===== src/rtl/seg7_cap_pkg.sv =====
// Shared types and constants for the seven-segment scan capture block.
// Latency: n/a (declarations only).
// Backpressure: n/a.
//
// Segment patterns use 1 = lit, bit 0 = segment a ... bit 6 = segment g.
package seg7_cap_pkg;

  localparam logic [6:0] SEG_0 = 7'h3F;
  localparam logic [6:0] SEG_1 = 7'h06;
  localparam logic [6:0] SEG_2 = 7'h5B;
  localparam logic [6:0] SEG_3 = 7'h4F;
  localparam logic [6:0] SEG_4 = 7'h66;
  localparam logic [6:0] SEG_5 = 7'h6D;
  localparam logic [6:0] SEG_6 = 7'h7D;
  localparam logic [6:0] SEG_7 = 7'h07;
  localparam logic [6:0] SEG_8 = 7'h7F;
  localparam logic [6:0] SEG_9 = 7'h6F;
  localparam logic [6:0] SEG_A = 7'h77;
  localparam logic [6:0] SEG_B = 7'h7C;
  localparam logic [6:0] SEG_C = 7'h39;
  localparam logic [6:0] SEG_D = 7'h5E;
  localparam logic [6:0] SEG_E = 7'h79;
  localparam logic [6:0] SEG_F = 7'h71;
  localparam logic [6:0] SEG_OFF = 7'h00;

  // Frame hand-off state.
  typedef enum logic {
    COLLECT = 1'b0,
    PRESENT = 1'b1
  } frame_state_e;

  // One captured digit position.
  typedef struct packed {
    logic [3:0] code;
    logic       blank;
    logic       bad;
    logic       dp;
  } slot_t;

  // Normalised bus sample (1 = lit / enabled).
  typedef struct packed {
    logic [3:0] act;
    logic       pt;
    logic [6:0] seg;
  } samp_t;

endpackage


===== src/rtl/seg7_decode.sv =====
// Seven-segment pattern to hex code decoder, flags blank and undecodable.
// Latency: combinational, zero cycles.
// Backpressure: none.
//
// Ports:
//   i_seg   - segment pattern, 1 = lit, bit 0 = segment a
//   o_code  - hex value shown (0 when blank or bad)
//   o_blank - all segments off
//   o_bad   - pattern is not one of the 16 hex glyphs
module seg7_decode
  import seg7_cap_pkg::*;
(
  input  logic [6:0] i_seg,
  output logic [3:0] o_code,
  output logic       o_blank,
  output logic       o_bad
);

  always_comb begin
    o_code  = 4'h0;
    o_blank = 1'b0;
    o_bad   = 1'b0;
    case (i_seg)
      SEG_0:   o_code = 4'h0;
      SEG_1:   o_code = 4'h1;
      SEG_2:   o_code = 4'h2;
      SEG_3:   o_code = 4'h3;
      SEG_4:   o_code = 4'h4;
      SEG_5:   o_code = 4'h5;
      SEG_6:   o_code = 4'h6;
      SEG_7:   o_code = 4'h7;
      SEG_8:   o_code = 4'h8;
      SEG_9:   o_code = 4'h9;
      SEG_A:   o_code = 4'hA;
      SEG_B:   o_code = 4'hB;
      SEG_C:   o_code = 4'hC;
      SEG_D:   o_code = 4'hD;
      SEG_E:   o_code = 4'hE;
      SEG_F:   o_code = 4'hF;
      SEG_OFF: o_blank = 1'b1;
      default: o_bad = 1'b1;
    endcase
  end

endmodule


===== src/rtl/seg7_scan_capture.sv =====
// Rebuilds four multiplexed seven-segment digits into a parallel frame.
// Latency: digit captured SETTLE edges after its first sample; frame valid one edge later.
// Backpressure: unaccepted frame is replaced by the next one, flagged with an overrun pulse.
//
// Ports:
//   clk, rst         - clock, synchronous active-low reset
//   LEDs/active/point - scanned display bus (polarity set by ACTIVE_LOW)
//   frame_ready      - consumer accepts the presented frame
//   frame_valid      - frame held on digits/blank/bad/dp
//   digits           - digits[4i+3:4i] is the hex code of digit i
//   blank/bad/dp     - per-digit off / undecodable / decimal point flags
//   err              - one-cycle pulse on a settled multi-hot enable
//   overrun          - one-cycle pulse when a presented frame is replaced
//   stale            - no frame completed in the last TIMEOUT cycles
module seg7_scan_capture
  import seg7_cap_pkg::*;
#(
  parameter bit ACTIVE_LOW = 1'b1,
  parameter int SETTLE     = 2,
  parameter int TIMEOUT    = 1024
) (
  input  logic        clk,
  input  logic        rst,
  input  logic [6:0]  LEDs,
  input  logic [3:0]  active,
  input  logic        point,
  input  logic        frame_ready,
  output logic        frame_valid,
  output logic [15:0] digits,
  output logic [3:0]  blank,
  output logic [3:0]  bad,
  output logic [3:0]  dp,
  output logic        err,
  output logic        overrun,
  output logic        stale
);

  localparam logic [3:0] SETTLE_N  = 4'(SETTLE);
  localparam logic [3:0] SETTLE_M1 = 4'(SETTLE - 1);
  localparam int         AGE_W     = $clog2(TIMEOUT + 1);
  localparam logic [AGE_W-1:0] AGE_MAX = AGE_W'(TIMEOUT);

  // ---------------------------------------------------------------------------
  // Input stage: normalise to 1 = lit/enabled and register every cycle.
  // ---------------------------------------------------------------------------
  samp_t w_raw;
  samp_t w_norm;
  samp_t r_samp;

  assign w_raw  = {active, point, LEDs};
  assign w_norm = ACTIVE_LOW ? ~w_raw : w_raw;

  always_ff @(posedge clk) begin
    if (!rst) begin
      r_samp <= '0;
    end else begin
      r_samp <= w_norm;
    end
  end

  // ---------------------------------------------------------------------------
  // Dwell tracking. w_same means the sample register will not change at this
  // edge, so the count advances; the settle hit is the edge on which the count
  // reaches SETTLE, which happens exactly once per dwell thanks to saturation.
  // ---------------------------------------------------------------------------
  logic [3:0] r_cnt;
  logic       w_same;
  logic       w_settle_hit;
  logic       w_onehot;
  logic       w_multi;
  logic       w_strobe;

  assign w_same       = (w_norm == r_samp);
  assign w_settle_hit = w_same && (r_cnt == SETTLE_M1);
  assign w_multi      = ((r_samp.act & (r_samp.act - 4'd1)) != 4'd0);
  assign w_onehot     = (r_samp.act != 4'd0) && !w_multi;
  assign w_strobe     = w_settle_hit && w_onehot;

  always_ff @(posedge clk) begin
    if (!rst) begin
      r_cnt <= '0;
    end else if (!w_same) begin
      r_cnt <= '0;
    end else if (r_cnt != SETTLE_N) begin
      r_cnt <= r_cnt + 4'd1;
    end
  end

  // ---------------------------------------------------------------------------
  // Decode the settled segment field.
  // ---------------------------------------------------------------------------
  logic [3:0] w_dec_code;
  logic       w_dec_blank;
  logic       w_dec_bad;
  slot_t      w_new_slot;

  seg7_decode u_decode (
    .i_seg   (r_samp.seg),
    .o_code  (w_dec_code),
    .o_blank (w_dec_blank),
    .o_bad   (w_dec_bad)
  );

  assign w_new_slot = {w_dec_code, w_dec_blank, w_dec_bad, r_samp.pt};

  // ---------------------------------------------------------------------------
  // Working slots and seen mask. A full mask is consumed on the following edge
  // by the frame logic; a capture landing on that same edge starts the next
  // frame's mask instead of being lost.
  // ---------------------------------------------------------------------------
  slot_t      r_slot [4];
  logic [3:0] r_seen;
  logic       w_done;

  assign w_done = (r_seen == 4'hF);

  always_ff @(posedge clk) begin
    if (!rst) begin
      for (int i = 0; i < 4; i++) begin
        r_slot[i] <= '0;
      end
    end else if (w_strobe) begin
      for (int i = 0; i < 4; i++) begin
        if (r_samp.act[i]) begin
          r_slot[i] <= w_new_slot;
        end
      end
    end
  end

  always_ff @(posedge clk) begin
    if (!rst) begin
      r_seen <= 4'h0;
    end else if (w_done) begin
      r_seen <= w_strobe ? r_samp.act : 4'h0;
    end else if (w_strobe) begin
      r_seen <= r_seen | r_samp.act;
    end
  end

  // Multi-hot enable: flag once per dwell, at the same point a capture would fire.
  logic r_err;

  always_ff @(posedge clk) begin
    if (!rst) begin
      r_err <= 1'b0;
    end else begin
      r_err <= w_settle_hit && w_multi;
    end
  end

  // ---------------------------------------------------------------------------
  // Frame hand-off state machine with registered outputs.
  // ---------------------------------------------------------------------------
  frame_state_e r_state;
  logic         r_valid;
  logic         r_overrun;
  logic [15:0]  r_digits;
  logic [3:0]   r_blank;
  logic [3:0]   r_bad;
  logic [3:0]   r_dp;

  always_ff @(posedge clk) begin
    if (!rst) begin
      r_state   <= COLLECT;
      r_valid   <= 1'b0;
      r_overrun <= 1'b0;
      r_digits  <= '0;
      r_blank   <= '0;
      r_bad     <= '0;
      r_dp      <= '0;
    end else begin
      r_overrun <= 1'b0;

      // Any completed frame is published, whichever state we are in.
      if (w_done) begin
        for (int i = 0; i < 4; i++) begin
          r_digits[4*i +: 4] <= r_slot[i].code;
          r_blank[i]         <= r_slot[i].blank;
          r_bad[i]           <= r_slot[i].bad;
          r_dp[i]            <= r_slot[i].dp;
        end
      end

      case (r_state)
        COLLECT: begin
          if (w_done) begin
            r_valid <= 1'b1;
            r_state <= PRESENT;
          end
        end
        PRESENT: begin
          if (w_done) begin
            // Accepted on the same edge a new frame lands: a clean hand-over.
            r_overrun <= ~frame_ready;
          end else if (frame_ready) begin
            r_valid <= 1'b0;
            r_state <= COLLECT;
          end
        end
        default: begin
          r_valid <= 1'b0;
          r_state <= COLLECT;
        end
      endcase
    end
  end

  // ---------------------------------------------------------------------------
  // Staleness: cycles since the last completed frame, saturating.
  // ---------------------------------------------------------------------------
  logic [AGE_W-1:0] r_age;

  always_ff @(posedge clk) begin
    if (!rst) begin
      r_age <= '0;
    end else if (w_done) begin
      r_age <= '0;
    end else if (r_age != AGE_MAX) begin
      r_age <= r_age + 1'b1;
    end
  end

  assign frame_valid = r_valid;
  assign digits      = r_digits;
  assign blank       = r_blank;
  assign bad         = r_bad;
  assign dp          = r_dp;
  assign err         = r_err;
  assign overrun     = r_overrun;
  assign stale       = (r_age == AGE_MAX);

endmodule

===== config.mk =====
export PLATFORM = sky130hd
export DESIGN_NAME = seg7_scan_capture
export DESIGN_NICKNAME = d
export VERILOG_FILES = /design/src/rtl/seg7_cap_pkg.sv /design/src/rtl/seg7_decode.sv /design/src/rtl/seg7_scan_capture.sv
export SDC_FILE = /design/constraint.sdc
export NUM_CORES = 1
export LEC_CHECK = 0
export CORE_MARGIN = 2
export CORE_UTILIZATION = 37
export CTS_CLUSTER_SIZE = 8
export DETAILED_ROUTE_END_ITERATION = 12
export PLACE_DENSITY = 0.62
export REMOVE_ABC_BUFFERS = 1
export SLEW_MARGIN = 15
export SYNTH_ARGS = -nofsm -noshare
export SYNTH_HDL_FRONTEND = slang
export SYNTH_SLANG_ARGS = --single-unit

===== constraint.sdc =====
create_clock -name clk -period 2.6 [get_ports clk]
set_input_delay 0.78 -clock clk [delete_from_list [all_inputs] [get_ports clk]]
set_output_delay 0.78 -clock clk [all_outputs]
set_load 0.05 [all_outputs]

; Word level (Yosys, flattened, before mapping)
; Memory sizes are Yosys's and may differ from the RTL's. A register that Yosys moved wholly into a read port is not among the register bits.
; Index checks and enable logic that the tools add are counted.
[op_classes]
n_addsub = 3
multipliers = 0
n_div = 0
magnitude_cmp = 0
n_eq_ne = 25
shifts = 0
mux = 35
bitwise = 10
n_reduce_logical = 18
[ops]
columns = operator, n
row1 = "7-bit == test, second input constant", 12
row2 = 4-bit case mux with 15 select lines, 1
row3 = 7-bit two-way mux, 4
row4 = 1-bit two-way mux, 25
row5 = 17-bit OR reduction, 1
row6 = "7-bit by 3-bit == test with 1-bit output, second input constant", 2
row7 = "7-bit by 6-bit == test with 1-bit output, second input constant", 2
row8 = 12-bit == test, 1
row9 = 4-bit two-way mux, 3
row10 = 12-bit NOT, 1
row11 = "11-bit by 1-bit adder with 11-bit output, second input constant", 1
row12 = "11-bit == test, second input constant", 1
row13 = "11-bit != test, second input constant", 1
row14 = 4-bit nonzero test, 2
row15 = 7-bit logical NOT, 1
row16 = "2-bit != test, second input constant", 3
row17 = 3-bit AND reduction, 2
row18 = 1-bit logical NOT, 5
row19 = "4-bit by 1-bit adder with 4-bit output, second input constant", 1
row20 = 4-bit bitwise AND, 1
row21 = "4-bit by 1-bit == test with 1-bit output, second input constant", 1
row22 = "4-bit == test, second input constant", 1
row23 = 1-bit logical AND, 4
row24 = "4-bit by 2-bit != test with 1-bit output, second input constant", 1
row25 = 8 further kinds, 14
[word_totals]
regBits = 35
latch_bits = 0
ram_bits = 28
mem_bits_ro = 0
inputBits = 15
out_inout_bits = 32
wordCells = 102
n_memories = 1
[memory_table]
columns = memory, depth, word_bits, rd, rd_clocked_by_memory_dff, wr, line_no
row1 = r_slot, 4, 7, 4, 4, 4, seg7_scan_capture.sv:111  ; slot_t r_slot [4];

; Logic depth before layout (Yosys ltp)
; Gate-level depths: netlist of the first run.
[depth]
word_depth = 10
depth_mapped = 6
ltp_nobuf = 6

; Hierarchy
; A second synthesis of the first run with hierarchy kept.
[hier_totals]
hier_cells = 406
hier_area_um2 = 3901.2
[modules_own_cells]
columns = module, n_inst, cells_per_inst, area_each_um2, seq_area_each_um2
row1 = seg7_scan_capture, 1, 351, 3523.4, 2102.0
row2 = seg7_decode, 1, 55, 377.9, 0.0

; Worst setup path after synthesis of the first run
; Ideal clock, no wire load.
[synth_path]
path_type = in2reg
from = in point
to = mem r_slot[1][0] (netlist bit), enable pin
setup_time_ns = 0.323
t_arrival_ns = 1.798
required_time_ns = 2.277
setup_slack_ns = 0.479
path_stages = 5
n_path_buf = 0
path_cell_list = xor2_1 nand4_1 nor4_4 nand3_1 nand2_1
[synth_lines]
columns = item, line_no
row1 = start: declaration, seg7_scan_capture.sv:26  ; input logic point,
row2 = end: declaration, seg7_scan_capture.sv:111

==> results of run 1 <==
[kinds of logic after synthesis]
group | after synthesis
flops | 91
simple gates | 210
compound gates | 45
buf+inv | 29
xor+xnor | 24
fa+ha+maj | 6
mux | 2
[layer usage]
metal | GRT usage, % | up-vias
li1 | - | 1484
met5 | 0 | -
met1 | 19.3 | 1318
met3 | 3.20 | 12
met2 | 23.8 | 64
met4 | 5.50 | 0
[stage by stage]
step	utilization, %	TNS (ps)
global route	47.2	0
global placement	45.0	-5350
floorplan	-	0
finish	47.2	0
detailed placement	45.0	-9080
CTS	47.1	0
[sequential cells by signal, indices dropped and copies added, names as in the netlist]
register / flops
r_cnt: 4
overrun: 1
r_slot: 28
frame_valid: 1
r_seen: 4
r_samp: 12
bad: 4
blank: 4
err: 1
r_age: 11
r_state: 1
digits: 16
dp: 4
[worst max-delay path, cell delays in order]
cell and delay, ps:
clkdlybuf4s50_1 490, xor2_1 160, nand4_1 230, nor4_4 300, buf_4 190, nand3_1 80, nand2_1 260
[synth_stat cells (2+ instances only)]
master | n | area, um2
nand2_1 | 84 | 315
nor2_1 | 64 | 240
dfxtp_1 | 63 | 1260
a21oi_1 | 33 | 165
edfxtp_1 | 28 | 841
xor2_1 | 20 | 175
nand3_1 | 14 | 70.1
nand4_1 | 12 | 75.1
clkbuf_1 | 10 | 37.5
inv_1 | 8 | 30.0
nor3_1 | 8 | 40.0
nor4_1 | 6 | 37.5
buf_2 | 5 | 25.0
ha_1 | 5 | 62.6
nor2b_1 | 5 | 31.3
o21ai_0 | 5 | 25.0
buf_4 | 4 | 30.0
nand2b_1 | 4 | 25.0
xnor2_1 | 4 | 35.0
or4_1 | 3 | 22.5
or3_1 | 2 | 12.5
[power groups by stage]
| stage | Sequential, W | Combinational (W) | Clock, W |
|---|---|---|---|
| after floorplan | 0.00155 | 0.0000722 | 0 |
| after global placement | 0.00156 | 0.000123 | 0 |
| after detailed placement | 0.00156 | 0.000126 | 0 |
| after CTS | 0.00152 | 0.000126 | 0.00102 |
| after global routing | 0.00153 | 0.000141 | 0.00107 |
| final | 0.00152 | 0.000125 | 0.000989 |
[how the worst max path moves through the flow]
stage            start                          to
6_report         point  r_slot[1][2]$_SDFFCE_PN0P_
5_1_grt        LEDs[2]  r_slot[2][1]$_SDFFCE_PN0P_
4_1_cts          point  r_slot[3][4]$_SDFFCE_PN0P_
3_5_place_dp     point  r_slot[3][2]$_SDFFCE_PN0P_
3_3_place_gp     point  r_slot[3][4]$_SDFFCE_PN0P_
2_1_floorplan    point  r_slot[1][0]$_SDFFCE_PN0P_
[placed cells by master (no fill, tap or decap), drive strengths merged, types with 2 or more instances in the layout]
cell	instances
o21ai	5
nand3	14
or4	4
nor2b	5
edfxtp	28
nand2	84
clkinv	3
dfxtp	63
nand4	12
a21oi	33
xor2	20
buf	17
nor2	64
nor4	7
clkbuf	10
ha	5
nor3	8
nand2b	4
inv	11
or3	2
clkdlybuf4s50	45
xnor2	4
[final cells by class]
class                      instances  area (um2)
fill                             983        5160
sequential                        91        2100
multi-input combinational        287        1510
timing repair buffer              62         591
tap                              133         166
clock buffer                      10         138
clock inverter                     6        72.6
inverter                           9        33.8
[what timing repair did]
| action | CTS | global route |
|---|---|---|
| endpoints found under the setup margin | 0 | 14 |
| resized for setup | 0 | 2 |
| endpoints found under the hold margin | 0 | 0 |
| buffers inserted | 0 | 0 |
==> run summary, run 1 <==
CP Max Fanout: 8
GRT Util Overall: 14.7%
number of synthesized flops with an enable pin: 28
Worst R2R Start: r_samp[4]$_SDFF_PN0_
fin crit period: 2450 ps
VDD IR-drop max: 0.338 mV
Synth Area in XOR/XNOR: 5.63%
post-synthesis sequential area ratio: 56.3%
post-synthesis cell type count: 41
GPL Wtd Cong: 0.869
Vias/cell: 4.81
final net count: 480
CTS tree: yes
Synth Area in Adders: 1.94%
combinational share of power: 4.7%
HP Start: digits[8]$_SDFFE_PN0P_
first-pass GRT wire length: 13100 um
Syn Inst Count: 407
number of buffers added on ports: 46
layout cells sized above 1: 8.60%
worst r2r dst: r_slot[3][1]$_SDFFCE_PN0P_
FP Rows: 36
min-delay worst type: reg -> reg
total gr overflow: 0
final cell count without fillers: 598
max-cap violations: 0
Skew-Pair Late Insertion Delay: 360 ps
RSZ-0062 raised after global routing: false
pre-CTS setup slack: -242 ps
Initial Util: 38.2%
number of nets with antenna violations after routing: 0
initial antenna violation count: 0
max layer used: met4
clock-pin slew on the worst setup and hold paths: 90 ps
number of global-route vias before repair: 2741
DR WL/cell: 12.5 um
final worst setup slack: 154 ps
placed inst area: 4390 um2
clock sinks: 91
Root Driver: clkbuf_8
P&R area growth vs syn: 23.5%
Startpoint Class: primary input
io pins: 47
multiplexer share of the synthesized area: 0.570%
Worst-Margin Slew: 588 ps
Flop pwr share: 57.8%
worst hold stages: 2
simple-gate share of the synthesized area: 25.5%
DP HPWL: 5460 um
WHS: 455 ps
Vias: 2878
Clock Tree Buf Depth: 2
Die X-Extent: 104 um
Yosys reg bits: 91
Met3 Wirelength: 350 um
share of flip-flops with an asynchronous set or reset: 0%
top_reg_cell synth: dfxtp_1
Routed WL: 7490 um
Worst setup EP type: flip-flop
Sw Share: 23.1%
internal power: 0.00203 W
worst slew margin relative to its limit: 60.4%
placed cells: 582
Setup CP Type: in -> reg
Required @ worst endpoint: 2640 ps
Mapped Avg Cell Area: 9.17 um2
clock share of power: 37.5%
Max Fclk: 409 MHz
Final Max Slew Viols: 0
Residual DRC: 0
setup-violating endpoint count in the final report: 0
CTS Buf Count: 9
Hold Path End: digits[8]$_SDFFE_PN0P_
drt first pass iters: 4
hold_buf cts: 0
pin count of the biggest net entering global routing: 33
post-synthesis cell area: 3730 um2
H-Tree Depth: 3
DR iter-0 viols: 294
Worst EP arrival: 2480 ps
M1 WL: 3510 um
Final Cycle Share: 94.1%
largest family of logic cells by synthesized area: simple AND/OR/NAND/NOR gates
r2r setup slk: 440 ps
core box area: 9770 um2
met2 routed WL: 3490 um
Non-Filler Cell Area, Final: 4610 um2
pwr dens: 572 nW/um2
outcome: completed
Yosys warnings: 0
final total power: 0.00264 W
Switch Pwr: 0.000611 W
Max Clock Skew: 12.8 ps
P_leak: 1.62 nW
Fin. Hold Viols: 0
compound-cell area share of the yosys netlist: 6.60%
Ant. Diodes: 0
die area: 10900 um2
Die H: 104 um
worst reg-to-reg path cell count: 5
No activity file was read; power rests on OpenSTA's default activity.
==> inputs of run 2 (changes only) <==
Clock period 2.6 ns to 2.85 ns, I/O delays scaled along.
==> run 2 against run 1 <==
- setup slack gained 170 ps
- count of clock-buffer cells in the layout shrank 1
- clock power shrank 17%
- die area is the same
- via count shrank 2.1%
- power shrank 12%
- first-iteration DRC count shrank 43%
- utilization shrank 0.70 points
- sequential share of layout area grew 0.69 points
- critical path type is now reg -> out
==> run summary, run 2 (synthesized netlist as in run 1, its figures left out) <==
number of nets with antenna violations after routing: 0 (unchanged)
Root Driver: clkbuf_8
critical path's slowest cell: dfxtp_1
worst path bufs/invs: 2 (unchanged)
clock-pin slew on the worst setup and hold paths: 90 ps (about the same)
DR WL/cell: 12.5 um (-0.56%)
commonest non-fill, non-tap cell in the layout: nand2_1
Vias: 2819 (-2.1%)
CTS tree: yes
clock share of power: 35.2% (-2.3 points)
Final Cycle Share: 88.6%
Initial Util: 38.2% (unchanged)
setup TNS: 0 ps (unchanged)
setup-violating endpoint count in the final report: 0 (unchanged)
Worst setup EP type: output port
Die X-Extent: 104 um (unchanged)
Final Max Slew Viols: 0 (unchanged)
internal power: 0.00174 W (-14%)
number of buffers added for setup after CTS: 0 (unchanged)
area of the multi-input gates: 1500 um2 (-0.33%)
Sw Share: 25.0% (+1.9 points)
cell family with most CP delay: simple AND/OR/NAND/NOR gates
P&R area growth vs syn: 21.6%
most frequent cells in the layout: 84 x nand2_1, 64 x nor2_1, 63 x dfxtp_1
pwr dens: 510 nW/um2 (-11%)
crit path cell chain: nor4_1, nand4_1, inv_1, buf_4
M1 GR Usage: 18.3% (-0.92 points)
total gr overflow: 0 (unchanged)
Startpoint Class: flip-flop
drt first pass iters: 5 (+1)
slowest stage delay, CP: 360 ps (-130 ps)
number of global-route vias before repair: 2720 (-0.77%)
Fin. Hold Viols: 0 (unchanged)
Filler Cell Count: 1001 (+1.8%)
outcome: completed
Clock Tree Buf Depth: 2 (unchanged)
GRT busiest layer: met2
core box area: 9770 um2 (unchanged)
RSZ-0062 raised after global routing: false
max-cap violations: 0 (unchanged)
clock sinks: 91 (unchanged)
DR iter-0 viols: 168 (-43%)
Worst-Margin Slew: 558 ps (-29.8 ps)
worst slew margin relative to its limit: 62.4% (+2.0 points)
Routed WL: 7410 um (-1.1%)
combinational share of power: 4.8% (about the same)
H-Tree Depth: 3 (unchanged)
Flop pwr share: 60.0% (+2.2 points)
GPL Wtd Cong: 0.880 (+1.3%)
P_leak: 1.58 nW (-2.3%)
Residual DRC: 0 (unchanged)
Setup CP Type: reg -> out
Max Fclk: 396 MHz
Switch Pwr: 0.000579 W (-5.1%)
first-pass GRT wire length: 12800 um (-2.1%)
Skew-Pair Late Insertion Delay: 370 ps (about the same)
Max Clock Skew: 15.2 ps (+2.40 ps)
VDD IR-drop max: 0.194 mV (-43%)
CTS Buf Count: 9 (unchanged)
hold_buf cts: 0 (unchanged)
pin count of the biggest net entering global routing: 45 (+36%)
FP Rows: 36 (unchanged)
layout cells sized above 1: 7.58% (-1.0 points)
GRT Util Overall: 14.7% (about the same)
die area: 10900 um2 (unchanged)
final total power: 0.00232 W (-12%)
met3 usage: 4.07% (+0.88 points)
max reg flops: 28 (unchanged)
number of buffers added on ports: 46 (unchanged)
Sequential Area: 2100 um2 (unchanged)
DP HPWL: 5220 um (-4.2%)
io pins: 47 (unchanged)
final net count: 477 (-0.63%)
Ant. Diodes: 0 (unchanged)
Worst EP arrival: 1670 ps (-810 ps)
CP Max Fanout: 6 (-2)
GR Layer Usage met2: 23.9% (+0.093 points)
Largest Register: r_slot
initial antenna violation count: 0 (unchanged)
fin crit period: 2520 ps
Required @ worst endpoint: 2000 ps (-640 ps)
min-delay worst type: reg -> reg
Vias/cell: 4.74 (-1.6%)
post-CTS resize count: 0 (unchanged)
Die H: 104 um (unchanged)
WHS: 455 ps (-0.161 ps)
run 2: layer usage:
metal	share of wire (%)	routed length, um
met1	47	3480
met4	1.5	108
met3	5.3	391
met5	0	0
met2	46	3430
run 2: final timing paths:
check	start	endpoint	slack, ps	cells past startpoint
setup / recovery	r_age[6]$_SDFFE_PP0N_	stale	330	4
setup reg to reg	r_samp[2]$_SDFF_PN0_	r_slot[2][1]$_SDFFCE_PN0P_	700	6
hold / removal	digits[10]$_SDFFE_PN0P_	digits[10]$_SDFFE_PN0P_	460	2
hold reg to reg	digits[10]$_SDFFE_PN0P_	digits[10]$_SDFFE_PN0P_	460	2
run 2: worst reg2reg max path, delay by kind of cell (launching register included):
family / cells / cell delay, ps
DFF: 1 / 610
buffers and inverters: 1 / 180
and+or+nand+nor: 4 / 850
xor gates and xnor gates: 1 / 190
run 2: power groups by stage:
stage          Clock [W]  Sequential, W  Combinational, W
3_5_place_dp           0        0.00142          0.000112
6_report        0.000816        0.00139          0.000110
5_1_grt         0.000896        0.00140          0.000124
4_1_cts         0.000844        0.00139          0.000113
2_1_floorplan          0        0.00141         0.0000659
3_3_place_gp           0        0.00142          0.000109
run 2: per-stage QoR:
step                std cells  utilization (%)  setup WS (ps)  cell area, um2
CTS                       595             46.5            298            4540
floorplan                 387                -            654            3640
global route              595             46.5            134            4540
global placement          579             44.6          -9.48            4360
detailed placement        579             44.6          -64.9            4360
finish                    595             46.5            326            4540
run 2: area by class of cell:
type | count | area share, %
Tap cell | 133 | 3.66
Multi-Input combinational cell | 287 | 33.1
Timing Repair Buffer | 59 | 12.2
Sequential cell | 91 | 46.3
Inverter | 9 | 0.744
Clock inverter | 7 | 1.27
Clock buffer | 9 | 2.73
==> inputs of run 3 (changes only) <==
Settings changed: ABC_AREA set to 1, CTS_CLUSTER_SIZE 8 to not set, RECOVER_POWER set to 50.
==> run 3 against run 2 <==
- fmax increased by 0.79%
- synthesized cell count increased by 13%
- combinational power increased by 13%
- critical path depth increased by 7
- worst hold slack got worse by 6.7 ps
- utilization increased by 0.21 points
- highest routed layer unchanged
==> run summary, run 3 <==
outcome: completed
total gr overflow: 0 (unchanged)
clock-pin slew on the worst setup and hold paths: 90 ps (about the same)
min-delay worst type: reg -> reg
worst slew margin relative to its limit: 53.6% (-8.8 points)
Max Clock Skew: 10.5 ps (-4.74 ps)
clock sinks: 91 (unchanged)
cell family with most CP delay: simple AND/OR/NAND/NOR gates
most frequent cells in the layout: 126 x nand2_1, 87 x nor2_1, 63 x dfxtp_1
Worst EP arrival: 2700 ps (+1030 ps)
pwr dens: 515 nW/um2 (+0.85%)
Yosys reg bits: 91 (unchanged)
Yosys warnings: 0 (unchanged)
crit path cell chain: dlygate4sd3_1, nand2_1, inv_1, nor2_1, nand2_1, nor2_1, nand2_1, nor2_4, clkbuf_1, nand4_1, nor2_1
drt first pass iters: 4 (-1)
core box area: 9820 um2 (+0.46%)
critical path's slowest cell: dlygate4sd3_1
Ant. Diodes: 0 (unchanged)
layout cells sized above 1: 5.57% (-2.0 points)
Final Max Slew Viols: 0 (unchanged)
post-synthesis cell type count: 29 (-29%)
Required @ worst endpoint: 3050 ps (+1050 ps)
setup TNS: 0 ps (unchanged)
final cell count without fillers: 654 (+9.9%)
pin count of the biggest net entering global routing: 30 (-33%)
share of the synthesized area in the top cell type: 33.5% (-0.29 points)
post-synthesis sequential area ratio: 55.8% (-0.49 points)
max reg flops: 28 (unchanged)
CTS Buf Count: 9 (unchanged)
Max Fclk: 399 MHz (+0.79%)
top_reg_cell synth: dfxtp_1
io pins: 47 (unchanged)
setup-violating endpoint count in the final report: 0 (unchanged)
post-synthesis cell area: 3770 um2 (+0.87%)
worst path bufs/invs: 3 (+1)
GRT Util Overall: 14.3% (-0.46 points)
Worst-Margin Slew: 696 ps (+137 ps)
Vias: 3028 (+7.4%)
slowest stage delay, CP: 570 ps (+210 ps)
commonest non-fill, non-tap cell in the layout: nand2_1
initial antenna violation count: 0 (unchanged)
Skew-Pair Late Insertion Delay: 360 ps (about the same)
FP Rows: 36 (unchanged)
cell with the most instances after synthesis: nand2_1
Mapped Avg Cell Area: 8.17 um2 (-11%)
number of buffers added for setup after CTS: 0 (unchanged)
die area: 11000 um2 (+0.84%)
WHS: 448 ps (-6.72 ps)
VDD IR-drop max: 0.260 mV (+34%)
Clock Tree Buf Depth: 2 (unchanged)
hold_buf cts: 0 (unchanged)
number of global-route vias before repair: 2844 (+4.6%)
DP HPWL: 5520 um (+5.6%)
Worst setup EP type: flip-flop
final total power: 0.00236 W (+1.8%)
CTS tree: yes
P_leak: 1.94 nW (+23%)
GPL Wtd Cong: 0.853 (-3.0%)
synth cell count leaders: 125 x nand2_1, 87 x nor2_1, 63 x dfxtp_1
post-CTS resize count: 0 (unchanged)
Die H: 105 um (+0.42%)
placed cells: 638 (+10%)
Syn Inst Count: 461 (+13%)
fin crit period: 2500 ps (-19.8 ps)
final net count: 536 (+12%)
first-pass GRT wire length: 12700 um (-1.3%)
Startpoint Class: primary input
Final Cycle Share: 87.9% (-0.70 points)
Fin. Hold Viols: 0 (unchanged)
post-synth top area cell: dfxtp_1
Die X-Extent: 105 um (+0.42%)
synth top area cells: dfxtp_1 33%, edfxtp_1 22%, nand2_1 12%
Root Driver: clkbuf_8
RSZ-0062 raised after global routing: false
share of flip-flops with an asynchronous set or reset: 0% (unchanged)
P&R area growth vs syn: 21.7% (about the same)
number of synthesized flops with an enable pin: 28 (unchanged)
Filler Cell Count: 1036 (+3.5%)
Setup CP Type: in -> reg
Residual DRC: 0 (unchanged)
Routed WL: 7400 um (-0.24%)
Initial Util: 38.4% (+0.16 points)
DR iter-0 viols: 96 (-43%)
Largest Register: r_slot
Vias/cell: 4.63 (-2.3%)
CP Max Fanout: 8 (+2)
DR WL/cell: 11.3 um (-9.2%)
number of nets with antenna violations after routing: 0 (unchanged)
number of buffers added on ports: 46 (unchanged)
max-cap violations: 0 (unchanged)
Non-Filler Cell Area, Final: 4580 um2 (+0.91%)
placed inst area: 4400 um2 (+0.98%)
H-Tree Depth: 3 (unchanged)
==> run 3: changes by cell type after synthesis, sizes merged, moves of 17 or more <==
cell   delta
nand2    +42
nand3    +31
inv      +29
nor2     +24
a21oi    -23
xor2     -17
==> run 3: tightest hold or removal path: cells and delay by family, from the launching register on <==
family	cells	cell delay (ps)
DFF	1	320
and+or+nand+nor	2	100
==> run 3: logic make-up after synthesis <==
logic type | share of synthesized area (%)
adders and majority gates | 1.66
buffers and inverters | 5.38
DFF | 55.8
AOI/OAI and AO/OA | 3.32
xor gates and xnor gates | 1.63
and+or+nand+nor | 32.2
==> run 3: final cells by class <==
cell class | count | area (um2) | area share [%]
sequential | 91 | 2100 | 45.9
multi-input combinational | 320 | 1450 | 31.7
clock buffer | 9 | 124 | 2.70
timing repair buffer | 55 | 515 | 11.3
inverter | 39 | 146 | 3.19
clock inverter | 7 | 75.1 | 1.64
tap | 133 | 166 | 3.63
==> run 3: worst paths after layout <==
check	start	end	slack [ps]	depth (start not counted)
worst max-delay path	LEDs[3]	r_slot[2][3]$_SDFFCE_PN0P_	350	11
worst min-delay path	bad[3]$_SDFFE_PN0P_	bad[3]$_SDFFE_PN0P_	450	2
worst max register to register	r_cnt[0]$_SDFFE_PN0P_	r_slot[1][3]$_SDFFCE_PN0P_	870	7
worst min register to register	bad[3]$_SDFFE_PN0P_	bad[3]$_SDFFE_PN0P_	450	2
==> run 3: metal layers <==
metal | global-route usage, % | routed length [um] | vias to the layer above
met3 | 3.81 | 338 | 12
met5 | 0 | 0 | -
met4 | 4.95 | 102 | 0
met2 | 23.8 | 3460 | 59
li1 | - | - | 1588
met1 | 17.8 | 3490 | 1369
==> run 3: metrics by stage <==
stage	setup WS, ps	util (%)
floorplan	423	-
global placement	226	44.8
detailed placement	195	44.8
CTS	338	46.9
global route	98.1	46.7
finish	346	46.7
==> run 3: power breakdown <==
group	switching [W]	internal (W)
Sequential	0.0000187	0.00135
Combinational	0.0000759	0.0000483
Clock	0.000452	0.000410
